<file path="src/rtl/axis_red_pitaya_adc_mc_if.sv">
// AXI4-Stream beat bus (valid/ready/data) carrying the packed per-channel ADC results.
interface axis_red_pitaya_adc_mc_if #(
    parameter int TDATA_WIDTH = 32
);
    logic                   tvalid;
    logic                   tready;
    logic [TDATA_WIDTH-1:0] tdata;

    modport master (output tvalid, output tdata, input tready);
    modport slave  (input tvalid, input tdata, output tready);
endinterface

</file>
<file path="src/rtl/axis_red_pitaya_adc_mc.sv">
// Multi-channel ADC capture: input register, offset-binary to two's complement, 2^L boxcar average,
// single-entry AXIS output register with overflow count. ADC_TEST_PATTERN_EN adds a ramp test source.
module axis_red_pitaya_adc_mc #(
    parameter int NUM_CH           = 2,
    parameter int ADC_DATA_WIDTH   = 14,
    parameter int AXIS_TDATA_WIDTH = 16,
    parameter int MAX_LOG2_DECIM   = 4,
    parameter int OVF_CNT_WIDTH    = 16
) (
    input  logic                               int_clk,
    input  logic                               areset,
    output logic                               adc_csn,
    input  logic [NUM_CH*ADC_DATA_WIDTH-1:0]   adc_dat,
    input  logic                               cfg_enable,
    input  logic [2:0]                         cfg_log2_decim,
`ifdef ADC_TEST_PATTERN_EN
    input  logic                               cfg_test_pattern,
`endif
    axis_red_pitaya_adc_mc_if.master           m_axis,
    output logic [OVF_CNT_WIDTH-1:0]           sts_overflow_cnt
);
    localparam int W   = ADC_DATA_WIDTH;
    localparam int TW  = AXIS_TDATA_WIDTH;
    localparam int AW  = W + MAX_LOG2_DECIM;
    localparam int CW  = (MAX_LOG2_DECIM > 0) ? MAX_LOG2_DECIM : 1;
    localparam int CW1 = CW + 1;

    function automatic logic [W-1:0] conv_code(input logic [W-1:0] raw);
        return {raw[W-1], ~raw[W-2:0]};
    endfunction

    logic [NUM_CH*W-1:0]       adc_r;
    logic                      en_r;
    logic signed [W-1:0]       conv_s [NUM_CH];
    logic signed [AW-1:0]      acc_r  [NUM_CH];
    logic signed [AW-1:0]      sum_s  [NUM_CH];
    logic [NUM_CH*TW-1:0]      res_s;
    logic [NUM_CH*TW-1:0]      res_r;
    logic                      res_vld_r;
    logic [CW-1:0]             count_r;
    logic [CW:0]               cnt_inc_s;
    logic                      last_s;
    logic [2:0]                l_r;
    logic [2:0]                l_cfg_s;
    logic [2:0]                l_eff_s;
    logic                      tvalid_r;
    logic [NUM_CH*TW-1:0]      tdata_r;
    logic [OVF_CNT_WIDTH-1:0]  ovf_r;

    assign adc_csn          = 1'b1;
    assign m_axis.tvalid    = tvalid_r;
    assign m_axis.tdata     = tdata_r;
    assign sts_overflow_cnt = ovf_r;

    // Stage 1: register the ADC pins together with the enable that qualifies them
    always_ff @(posedge int_clk or posedge areset) begin
        if (areset) begin
            adc_r <= {(NUM_CH*W){1'b0}};
            en_r  <= 1'b0;
        end else begin
            adc_r <= adc_dat;
            en_r  <= cfg_enable;
        end
    end

`ifdef ADC_TEST_PATTERN_EN
    logic [W-1:0] ramp_r;

    // Free-running ramp used as the test source
    always_ff @(posedge int_clk or posedge areset) begin
        if (areset) begin
            ramp_r <= {W{1'b0}};
        end else begin
            ramp_r <= ramp_r + W'(1);
        end
    end
`endif

    // Per-channel sample source: raw code converted to two's complement, or the ramp
    always_comb begin
        for (int c = 0; c < NUM_CH; c++) begin
`ifdef ADC_TEST_PATTERN_EN
            if (cfg_test_pattern) begin
                conv_s[c] = ramp_r + W'(c);
            end else begin
                conv_s[c] = conv_code(adc_r[c*W +: W]);
            end
`else
            conv_s[c] = conv_code(adc_r[c*W +: W]);
`endif
        end
    end

    // Decimation control and accumulate/average datapath; L only changes at block start
    always_comb begin
        l_cfg_s   = (cfg_log2_decim > 3'(MAX_LOG2_DECIM)) ? 3'(MAX_LOG2_DECIM) : cfg_log2_decim;
        l_eff_s   = (count_r == {CW{1'b0}}) ? l_cfg_s : l_r;
        cnt_inc_s = {1'b0, count_r} + CW1'(1);
        last_s    = ((cnt_inc_s >> l_eff_s) != {CW1{1'b0}});
        for (int c = 0; c < NUM_CH; c++) begin
            if (count_r == {CW{1'b0}}) begin
                sum_s[c] = AW'(conv_s[c]);
            end else begin
                sum_s[c] = acc_r[c] + AW'(conv_s[c]);
            end
            res_s[c*TW +: TW] = TW'($signed(W'(sum_s[c] >>> l_eff_s)));
        end
    end

    // Stage 2: accumulators, block counter and the one-cycle result strobe
    always_ff @(posedge int_clk or posedge areset) begin
        if (areset) begin
            count_r   <= {CW{1'b0}};
            l_r       <= 3'd0;
            res_r     <= {(NUM_CH*TW){1'b0}};
            res_vld_r <= 1'b0;
            for (int c = 0; c < NUM_CH; c++) acc_r[c] <= {AW{1'b0}};
        end else if (!en_r) begin
            count_r   <= {CW{1'b0}};
            res_vld_r <= 1'b0;
            for (int c = 0; c < NUM_CH; c++) acc_r[c] <= {AW{1'b0}};
        end else begin
            res_vld_r <= last_s;
            if (count_r == {CW{1'b0}}) begin
                l_r <= l_cfg_s;
            end
            if (last_s) begin
                count_r <= {CW{1'b0}};
                res_r   <= res_s;
            end else begin
                count_r <= cnt_inc_s[CW-1:0];
            end
            for (int c = 0; c < NUM_CH; c++) acc_r[c] <= sum_s[c];
        end
    end

    // Output register: a result arriving while a beat is stalled is dropped and counted
    always_ff @(posedge int_clk or posedge areset) begin
        if (areset) begin
            tvalid_r <= 1'b0;
            tdata_r  <= {(NUM_CH*TW){1'b0}};
            ovf_r    <= {OVF_CNT_WIDTH{1'b0}};
        end else if (res_vld_r) begin
            if (!tvalid_r || m_axis.tready) begin
                tdata_r  <= res_r;
                tvalid_r <= 1'b1;
            end else if (ovf_r != {OVF_CNT_WIDTH{1'b1}}) begin
                ovf_r <= ovf_r + OVF_CNT_WIDTH'(1);
            end
        end else if (m_axis.tready) begin
            tvalid_r <= 1'b0;
        end
    end
endmodule

</file>
<file path="src/flat_wrapper.sv">
// flat-port wrapper written by rule: the top's interface ports become plain ports
module axis_red_pitaya_adc_mc_flat 
#(
    parameter int NUM_CH           = 2,
    parameter int ADC_DATA_WIDTH   = 14,
    parameter int AXIS_TDATA_WIDTH = 16,
    parameter int MAX_LOG2_DECIM   = 4,
    parameter int OVF_CNT_WIDTH    = 16
)
  (int_clk, areset, adc_csn, adc_dat, cfg_enable, cfg_log2_decim, sts_overflow_cnt, m_axis_tvalid, m_axis_tdata, m_axis_tready);
  axis_red_pitaya_adc_mc_if #(.TDATA_WIDTH(32)) m_axis_i ();
  input  logic int_clk;
  input  logic areset;
  output logic adc_csn;
  input  logic [NUM_CH*ADC_DATA_WIDTH-1:0] adc_dat;
  input  logic cfg_enable;
  input  logic [2:0] cfg_log2_decim;
  output logic [OVF_CNT_WIDTH-1:0] sts_overflow_cnt;
  output wire logic [$bits(m_axis_i.tvalid)-1:0] m_axis_tvalid;
  output wire logic [$bits(m_axis_i.tdata)-1:0] m_axis_tdata;
  input wire logic [$bits(m_axis_i.tready)-1:0] m_axis_tready;
  assign m_axis_tvalid = m_axis_i.tvalid;
  assign m_axis_tdata = m_axis_i.tdata;
  assign m_axis_i.tready = m_axis_tready;
  axis_red_pitaya_adc_mc #(.NUM_CH(NUM_CH), .ADC_DATA_WIDTH(ADC_DATA_WIDTH), .AXIS_TDATA_WIDTH(AXIS_TDATA_WIDTH), .MAX_LOG2_DECIM(MAX_LOG2_DECIM), .OVF_CNT_WIDTH(OVF_CNT_WIDTH)) u_core (.int_clk(int_clk), .areset(areset), .adc_csn(adc_csn), .adc_dat(adc_dat), .cfg_enable(cfg_enable), .cfg_log2_decim(cfg_log2_decim), .m_axis(m_axis_i), .sts_overflow_cnt(sts_overflow_cnt));
endmodule
</file>
<file path="config.mk">
export PLATFORM = sky130hd
export DESIGN_NAME = axis_red_pitaya_adc_mc_flat
export DESIGN_NICKNAME = d
export VERILOG_FILES = /design/src/rtl/axis_red_pitaya_adc_mc_if.sv /design/src/rtl/axis_red_pitaya_adc_mc.sv /design/src/flat_wrapper.sv
export SDC_FILE = /design/constraint.sdc
export NUM_CORES = 1
export LEC_CHECK = 0
export ABC_AREA = 0
export BUFFER_PORTS_ARGS = -buffer_cell sky130_fd_sc_hd__buf_4
export CAP_MARGIN = 40
export CORE_ASPECT_RATIO = 1.2
export CORE_UTILIZATION = 55
export CTS_CLUSTER_DIAMETER = 120
export DETAILED_ROUTE_END_ITERATION = 16
export MAX_ROUTING_LAYER = met4
export PLACE_DENSITY = 0.8
export SETUP_SLACK_MARGIN = 0.4
export SYNTH_ARGS = -nofsm -noshare
export SYNTH_HDL_FRONTEND = slang
export SYNTH_SLANG_ARGS = --single-unit
</file>
<file path="constraint.sdc">
create_clock -name int_clk -period 6 [get_ports int_clk]
set_clock_uncertainty 0.1 [all_clocks]
set_input_delay 0.3 -clock int_clk [delete_from_list [all_inputs] [get_ports int_clk]]
set_output_delay 0.3 -clock int_clk [all_outputs]
set_load 0.1 [all_outputs]
</file>
==> results of run 1 <==
-- worst reg2reg max path: cells and delay by family (launching register included) --
family / cells / cell delay (ps)
AOI/OAI and AO/OA: 5 / 1740
adders and majority gates: 1 / 180
buffers and inverters: 2 / 450
DFF: 1 / 430
and+or+nand+nor: 3 / 1370
-- stage by stage --
step	setup WS [ps]	area [um2]	instances	hold slack (ps)	utilization, %
2_1_floorplan	1680	8970	979	231	-
3_3_place_gp	1890	9660	1223	309	61.3
3_5_place_dp	1730	9700	1225	310	61.5
4_1_cts	1710	10600	1287	93.5	67.3
5_1_grt	1390	10600	1287	137	67.3
6_report	1590	10600	1287	100	67.3
-- layer usage --
layer  vias to the layer above  GRT usage, %  part of all wire [%]
li1                       3745             -                     -
met5                         -             -                     0
met2                       318          46.1                    48
met1                      3791          37.7                    44
met3                        47          4.09                   5.8
met4                         0          11.3                   2.6
-- final timing paths --
path / start / endpoint / slack, ps / depth (start not counted)
setup / recovery: u_core.count_r[0] / u_core.res_r[25] / 1590 / 11
hold / removal: m_axis_tready / u_core.m_axis.tvalid / 100 / 3
setup reg to reg: u_core.count_r[0] / u_core.res_r[25] / 1590 / 11
hold reg to reg: u_core.res_r[17] / u_core.res_r[17] / 390 / 1
max in group asynchronous: areset / u_core.res_r[5] / 4310 / 5
min in group asynchronous: areset / u_core.sts_overflow_cnt[6] / 420 / 3
-- sequential cells by signal (all words and copies together) (netlist names) --
signal / flops
u_core.l_r: 3
u_core.m_axis.tdata: 28
u_core.count_r: 4
u_core.en_r: 1
u_core.adc_r: 28
u_core.m_axis.tvalid: 1
u_core.acc_r: 36
u_core.sts_overflow_cnt: 16
u_core.res_r: 28
u_core.res_vld_r: 1
-- layout by cell type, fill, tap and decap left out, types with 12 or more instances in the layout --
cell and instances:
a211oi_1 26, a21o_1 16, a21oi_1 58, a31oi_1 16
and2_1 24, buf_4 91, clkbuf_16 17, dfrtp_1 146
dlygate4sd3_1 30, ha_1 37, inv_1 41, mux2_2 33
mux2i_1 16, nand2_1 95, nand2b_1 12, nand3_1 28
nor2_1 94, nor3_1 25, o211ai_1 27, o21ai_0 44
o31ai_1 12, xnor2_1 18, xor2_1 13
-- area by class of cell --
cell class / count / area [um2] / share of cell area, %
clock inverters: 12 / 155 / 1.46
inverters: 43 / 168 / 1.58
flip-flops and latches: 146 / 3650 / 34.5
repair buffers: 123 / 1030 / 9.68
multi-input cells: 735 / 4890 / 46.2
clock buffers: 20 / 447 / 4.21
well taps: 208 / 260 / 2.45
-- logic make-up (layout without fill, tap and decap cells) --
family,Yosys count,in the layout,synth area share [%]
adder cells (fa/ha/maj),39,39,5.60
flip-flops,146,146,40.7
buffers and inverters,98,198,4.82
multiplexers,50,50,6.08
XOR/XNOR,31,31,3.03
AND/OR/NAND/NOR,330,330,17.6
other,1,1,0.0418
AO/OA/AOI/OAI,284,284,22.1
-- what timing repair did --
action | in CTS | in global routing
setup buffers | 0 | 0
endpoints found under the hold margin | 103 | 0
hold buffers | 30 | 0
==> key figures, run 1 <==
Floorplan
  – Ports: between 80 and 90
  – Die Ht: roughly 140 um
  – Core Box Area: about 16000 um2
  – Die width: roughly 120 um
  – Rows: 50
  – Initial Util: roughly 57%
  – Die area: about 17000 um2

Logic synthesis
  – Top post-synthesis cells by area: dfrtp_1 (41%), ha_1 (5.2%), mux2_2 (4.1%)
  – Post-synth top cells: dfrtp_1 (146), nand2_1 (95), nor2_1 (94), a21oi_1 (58), o21ai_0 (44)
  – Ys async rst share: between 90% and 100%
  – Seq/Total Area, Yosys: 40.7%
  – Count leader, synth: dfrtp_1
  – Synth Area per Inst: 9.17 um2
  – Cell taking the most area after synthesis: dfrtp_1
  – Number of synthesized register bits: ~150
  – Yosys cell types: between 80 and 90
  – Syn Inst Count: approximately 980
  – Post-Syn Area: between 8000 and 9000 um2
  – Synth top area share: between 40% and 50%
  – Synth Flop Type: dfrtp_1
  – Synth warn: 0
  – Post-synth EDFFs: 0
  – Syn nets: approximately 1100

Clock tree
  – Worst-skew pair later-pin latency: about 430 ps
  – Root Buffer: clkbuf_16
  – Clock transition at path regs: about 60 ps
  – CTS resizes: 0
  – CTS buffer count: 17
  – CTS H-Tree Depth: 4
  – Sink Count: 146
  – CTS tree: done
  – CTS max path bufs: 2

Layout
  – Number of diodes: 0
  – Fillers: 1278
  – Final nets: between 1000 and 1500
  – Share of layout cells above drive strength 1: approximately 17%
  – Layout area overhead: 18.2%

Timing
  – Finish-stage setup viols: 0
  – Slew HR: a little under two fifths
  – Peak Freq: ~230 MHz
  – Period Utilization, post-route: about three quarters
  – Fin. max-slew vios: 0
  – Final min period: roughly 4400 ps
  – Setup TNS: 0 ps
  – Worst-margin pin slew: just over 900 ps
  – RSZ-0062 raised after global routing: no
  – Fin. Hold Viols: 0

Critical path
  – Crit Path Max Fanout: 35
  – Buf/Inv on CP: 2
  – WP data arrival: between 4000 and 5000 ps
  – Worst setup EP type: flip-flop
  – Slowest-stage cell, CP: a22oi_4
  – Worst Setup Path Type: reg -> reg
  – CP Cell Sequence: inv_1 -> ha_1 -> or3b_2 -> a22oi_4 -> o21ai_1 -> a31oi_1 -> nand2_2 -> clkinv_2 -> nand2_2 -> a211oi_1 -> a211oi_1
  – Critical Path Source Type: flip-flop
  – CP delay by family, top: compound AO/OA/AOI/OAI gates
  – Critical Path RT: about 6200 ps
  – Slowest stage delay, CP: ~870 ps

Routing
  – Via count: between 7000 and 8000
  – Routed WL: approximately 22000 um
  – DRC viols: 0
  – Post-DRT Antenna Nets: 0
  – 1st-iter DRT viols: 650
  – Vias per inst: a little over 6
  – DR pass1 iterations: 6
  – WL/cell: around 17 um

Place
  – Port Buffers: 83
  – GPL Wtd Cong: between 0.9 and 1
  – Hpwl dp: ~16000 um

GRT
  – Tot GR Track Use: between 20% and 30%
  – Initial antenna violation count: 0
  – Grt ovf: 0
  – First-pass GRT wire length: 37900 um
  – Largest net degree at the start of global routing: 76
  – Vias in the first global route: between 7000 and 8000

Min path
  – Worst min-delay path category: in -> reg

Status
  – Status: complete, no violations

Flow run
  – MaxCap Viol Count: 0
Power of run 1 is not shown: default switching activity piles up to over one toggle a cycle in this logic, so the estimate is an artifact.
==> run 2: changes to the inputs <==
Settings changed: CORE_UTILIZATION 55 to 54, PLACE_DENSITY 0.8 to 0.82.
Clock period 6 ns to 3.6 ns, I/O delays scaled along.
==> key figures, run 2 (synthesized netlist as in run 1, its figures left out) <==
Critical path
  – WP data arrival: around 3300 ps
  – Worst setup EP type: flip-flop
  – CP Cell Sequence: inv_1 -> ha_1 -> fa_2 -> a21o_1 -> a22oi_2 -> a211o_1 -> a21oi_1 -> or3b_4 -> or3_1 -> o211ai_1 -> a211oi_1
  – Buf/Inv on CP: 1
  – Slowest-stage cell, CP: or3b_4
  – Critical Path RT: around 3800 ps
  – Critical Path Source Type: flip-flop
  – CP delay by family, top: compound AO/OA/AOI/OAI gates
  – Crit Path Max Fanout: 4
  – Slowest stage delay, CP: ~450 ps
  – Worst Setup Path Type: reg -> reg

Clock tree
  – Root Buffer: clkbuf_16
  – Worst-skew pair later-pin latency: approximately 420 ps
  – CTS max path bufs: 2
  – CTS buffer count: 17
  – Sink Count: around 150
  – CTS H-Tree Depth: 4
  – Clock transition at path regs: approximately 60 ps
  – CTS tree: done

Floorplan
  – Die width: between 100 and 150 um
  – Rows: 51
  – Die area: ~17000 um2
  – Die Ht: between 100 and 150 um
  – Ports: 85
  – Initial Util: 55.2%
  – Core Box Area: between 15000 and 20000 um2

Layout
  – Layout area overhead: 21.5%
  – Max reg flops: 36
  – Non-filler cells, final: 1310
  – Final Core Density: around 67%
  – Fillers: approximately 1300
  – Most common cell after layout, fill and taps aside: dfrtp_1
  – Share of layout cells above drive strength 1: between 20% and 30%
  – Final nets: 1159
  – Number of diodes: 0
  – Most flop-heavy register: u_core.acc_r
  – Finished Cell Area: 10900 um2
  – Commonest non-fill, non-tap cells in the layout: dfrtp_1 (146), buf_4 (107), nand2_1 (95)

Status
  – Status: complete, no violations

GRT
  – First-pass GRT wire length: around 38000 um
  – Grt ovf: 0
  – Largest net degree at the start of global routing: 98
  – Vias in the first global route: around 7500
  – Initial antenna violation count: 0
  – Tot GR Track Use: 29.0%

Routing
  – Via count: approximately 8100
  – Vias per inst: 6.17
  – DR pass1 iterations: 8
  – Routed WL: 23400 um
  – Post-DRT Antenna Nets: 0
  – 1st-iter DRT viols: 670
  – DRC viols: 0
  – WL/cell: about 18 um

Place
  – Hpwl dp: 16400 um
  – GPL Wtd Cong: between 0.9 and 1
  – # placed instances: around 1200
  – Port Buffers: 83
  – DP Area: between 9000 and 10000 um2

Timing
  – Finish-stage setup viols: 0
  – Period Utilization, post-route: 86.9%
  – Final min period: around 3100 ps
  – Slew HR: ~44%
  – Worst-margin pin slew: between 800 and 900 ps
  – Peak Freq: approximately 320 MHz
  – Fin. max-slew vios: 0
  – Setup TNS: 0 ps
  – RSZ-0062 raised after global routing: yes
  – Fin. Hold Viols: 0

Min path
  – Worst min-delay path category: in -> reg

Flow run
  – MaxCap Viol Count: 0
==> run 2: cell count changes in the layout (fill, tap and decap cells not counted), sizes merged <==
cell / before / now
bufinv: 3 / 0
inv: 44 / 43
clkinvlp: 2 / 4
clkinv: 6 / 8
buf: 93 / 111
dlygate4sd3: 30 / 31
==> run 2: area by class of cell <==
type                       instances  area (um2)  share of cell area (%)
multi-input combinational        735        5080                    46.6
sequential                       146        3650                    33.5
timing repair buffer             142        1190                    10.9
inverter                          43         166                    1.53
clock inverter                    12        82.6                   0.757
clock buffer                      20         467                    4.28
tap                              212         265                    2.43
==> run 2: worst paths after layout <==
kind | start | end | slack, ps | cells after the start
min reg2reg | u_core.res_r[15] | u_core.res_r[15] | 380 | 2
min | cfg_log2_decim[0] | u_core.res_r[4] | 170 | 4
max in group asynchronous | areset | u_core.m_axis.tdata[5] | 2420 | 4
max | u_core.adc_r[14] | u_core.res_r[25] | 470 | 11
min in group asynchronous | areset | u_core.adc_r[26] | 180 | 3
max reg2reg | u_core.adc_r[14] | u_core.res_r[25] | 470 | 11
==> run 2: what timing repair did <==
action,in CTS,in global routing
hold buffers,31,0
setup endpoints to repair,7,25
gates resized for setup,8,36
setup buffers,1,2
pin swaps,1,8
hold endpoints to repair,40,0
==> run 2: layer usage <==
layer / track usage (%) / routed length [um] / vias to the layer above / part of all wire [%]
met4: 12.7 / 869 / 0 / 3.7
li1: - / - / 3789 / -
met5: - / 0 / - / 0
met2: 44.7 / 10800 / 361 / 46
met1: 37.4 / 10100 / 3850 / 43
met3: 5.35 / 1560 / 82 / 6.7
==> run 2: worst min-delay path: cells and delay by family <==
family / cells / cell delay [ps]
buffers and inverters: 1 / 120
AO/OA/AOI/OAI: 3 / 360
==> run 2: per-stage QoR <==
| stage | setup slack, ps | hold slack (ps) |
|---|---|---|
| after CTS | 400 | 165 |
| final | 471 | 172 |
| after global placement | 336 | 56.8 |
| after floorplan | 686 | 111 |
| after global routing | 379 | 198 |
| after detailed placement | 302 | 64.4 |
Power of run 2 is left out for the same reason.
==> run 3: changes to the inputs <==
Settings changed: BUFFER_PORTS_ARGS -buffer_cell sky130_fd_sc_hd__buf_4 to -buffer_cell sky130_fd_sc_hd__buf_2.
==> key figures, run 3 (synthesized netlist as in run 1, its figures left out) <==
Status
  – Status: complete, no violations

Layout
  – Reg area: 3650 um2
  – Max reg flops: 36
  – Layout area overhead: 19.9%
  – Fillers: between 1000 and 1500
  – Area of the multi-input gates: just over 5000 um2
  – Most common cell after layout, fill and taps aside: dfrtp_1
  – Final nets: 1164
  – Number of diodes: 0
  – Share of layout cells above drive strength 1: a little over a fifth
  – Most flop-heavy register: u_core.acc_r
  – Commonest non-fill, non-tap cells in the layout: dfrtp_1 (146), nand2_1 (96), nor2_1 (94)

GRT
  – Grt ovf: 0
  – Vias in the first global route: between 7000 and 8000
  – First-pass GRT wire length: about 38000 um
  – Initial antenna violation count: 0
  – Tot GR Track Use: 29.0%
  – Largest net degree at the start of global routing: 100

Timing
  – Period Utilization, post-route: 86.2%
  – Peak Freq: 322 MHz
  – RSZ-0062 raised after global routing: yes
  – Worst-margin pin slew: ~830 ps
  – Fin. max-slew vios: 0
  – Final min period: just over 3000 ps
  – Setup TNS: 0 ps
  – Fin. Hold Viols: 0
  – Finish-stage setup viols: 0
  – Slew HR: roughly 45%

Floorplan
  – Ports: 85
  – Initial Util: a little under three fifths
  – Die width: between 100 and 150 um
  – Die area: 17100 um2
  – Core Box Area: 16300 um2
  – Rows: 51
  – Die Ht: between 100 and 150 um

Routing
  – Post-DRT Antenna Nets: 0
  – DR pass1 iterations: 5
  – Routed WL: 23800 um
  – 1st-iter DRT viols: between 600 and 700
  – Via count: 8172
  – WL/cell: 18.1 um
  – DRC viols: 0
  – Vias per inst: 6.22

Flow run
  – MaxCap Viol Count: 0

Place
  – Port Buffers: 83
  – GPL Wtd Cong: between 0.9 and 1
  – Hpwl dp: 16400 um

Clock tree
  – CTS tree: done
  – Root Buffer: clkbuf_16
  – Clock transition at path regs: 60 ps
  – Worst-skew pair later-pin latency: 430 ps
  – Sink Count: about 150
  – CTS buffer count: 17
  – CTS H-Tree Depth: 4
  – CTS max path bufs: 2

Critical path
  – Critical Path RT: ~3800 ps
  – Worst Setup Path Type: reg -> reg
  – WP data arrival: ~3300 ps
  – Crit Path Max Fanout: 3
  – Critical Path Source Type: flip-flop
  – Worst setup EP type: flip-flop

Min path
  – Worst min-delay path category: in -> reg
run 3: cell count changes in the layout (fill, tap and decap cells not counted), sizes merged:
cell	delta
buf	+4
bufinv	+3
clkbuf	+3
clkinv	-3
clkinvlp	-3
inv	-1
nand2	+1
run 3: path summary, 6_finish.rpt:
kind                                   startpoint          endpoint  slack [ps]  cells after the start
worst min-delay path            cfg_log2_decim[0]   u_core.res_r[8]         180                      4
worst min register to register   u_core.adc_r[14]   u_core.acc_r[0]         380                      1
min in group asynchronous                  areset  u_core.acc_r[17]         350                      4
worst max-delay path             u_core.adc_r[14]  u_core.res_r[29]         500                     11
worst max register to register   u_core.adc_r[14]  u_core.res_r[29]         500                     11
max in group asynchronous                  areset  u_core.acc_r[23]        2560                      4
run 3: repair_timing:
action	4_1_cts	5_1_grt
resized for setup	12	31
hold buffers	31	0
gates cloned	0	1
setup endpoints to repair	19	25
pin swaps	1	16
setup buffers	0	9
endpoints found under the hold margin	176	0
run 3: cell type report:
type                            instances  area share, %
Timing Repair Buffer                  146           9.23
Sequential cell                       146           34.0
Multi-Input combinational cell        736           47.3
Clock buffer                           23           4.26
Tap cell                              212           2.47
Clock inverter                          8           1.21
Inverter                               43           1.58
run 3: stage by stage:
stage	area [um2]	setup WS, ps	hold WS, ps	util [%]	std cells
6_report	10800	495	182	66.1	1314
5_1_grt	10800	333	218	66.1	1314
3_3_place_gp	9570	240	187	58.8	1240
4_1_cts	10500	374	218	64.8	1304
2_1_floorplan	8980	686	111	-	979
3_5_place_dp	9600	208	189	59.0	1242
run 3: critical path: stages, from the launching register on:
cell      delay (ps)
dfrtp_1          360
inv_1             50
ha_2             200
fa_2             380
a21o_4           250
a221oi_4         310
o21ai_1          180
a21o_1           210
a311oi_1         340
o21ai_0          150
o211ai_1         260
o211ai_1         170
run 3: routing by layer:
metal / global-route usage [%] / up-vias / wire length, um
li1: - / 3789 / -
met1: 36.2 / 3906 / 10200
met2: 45.8 / 395 / 11100
met3: 5.15 / 82 / 1600
met4: 13.4 / 0 / 835
met5: - / - / 0
Power of run 3 is left out for the same reason.
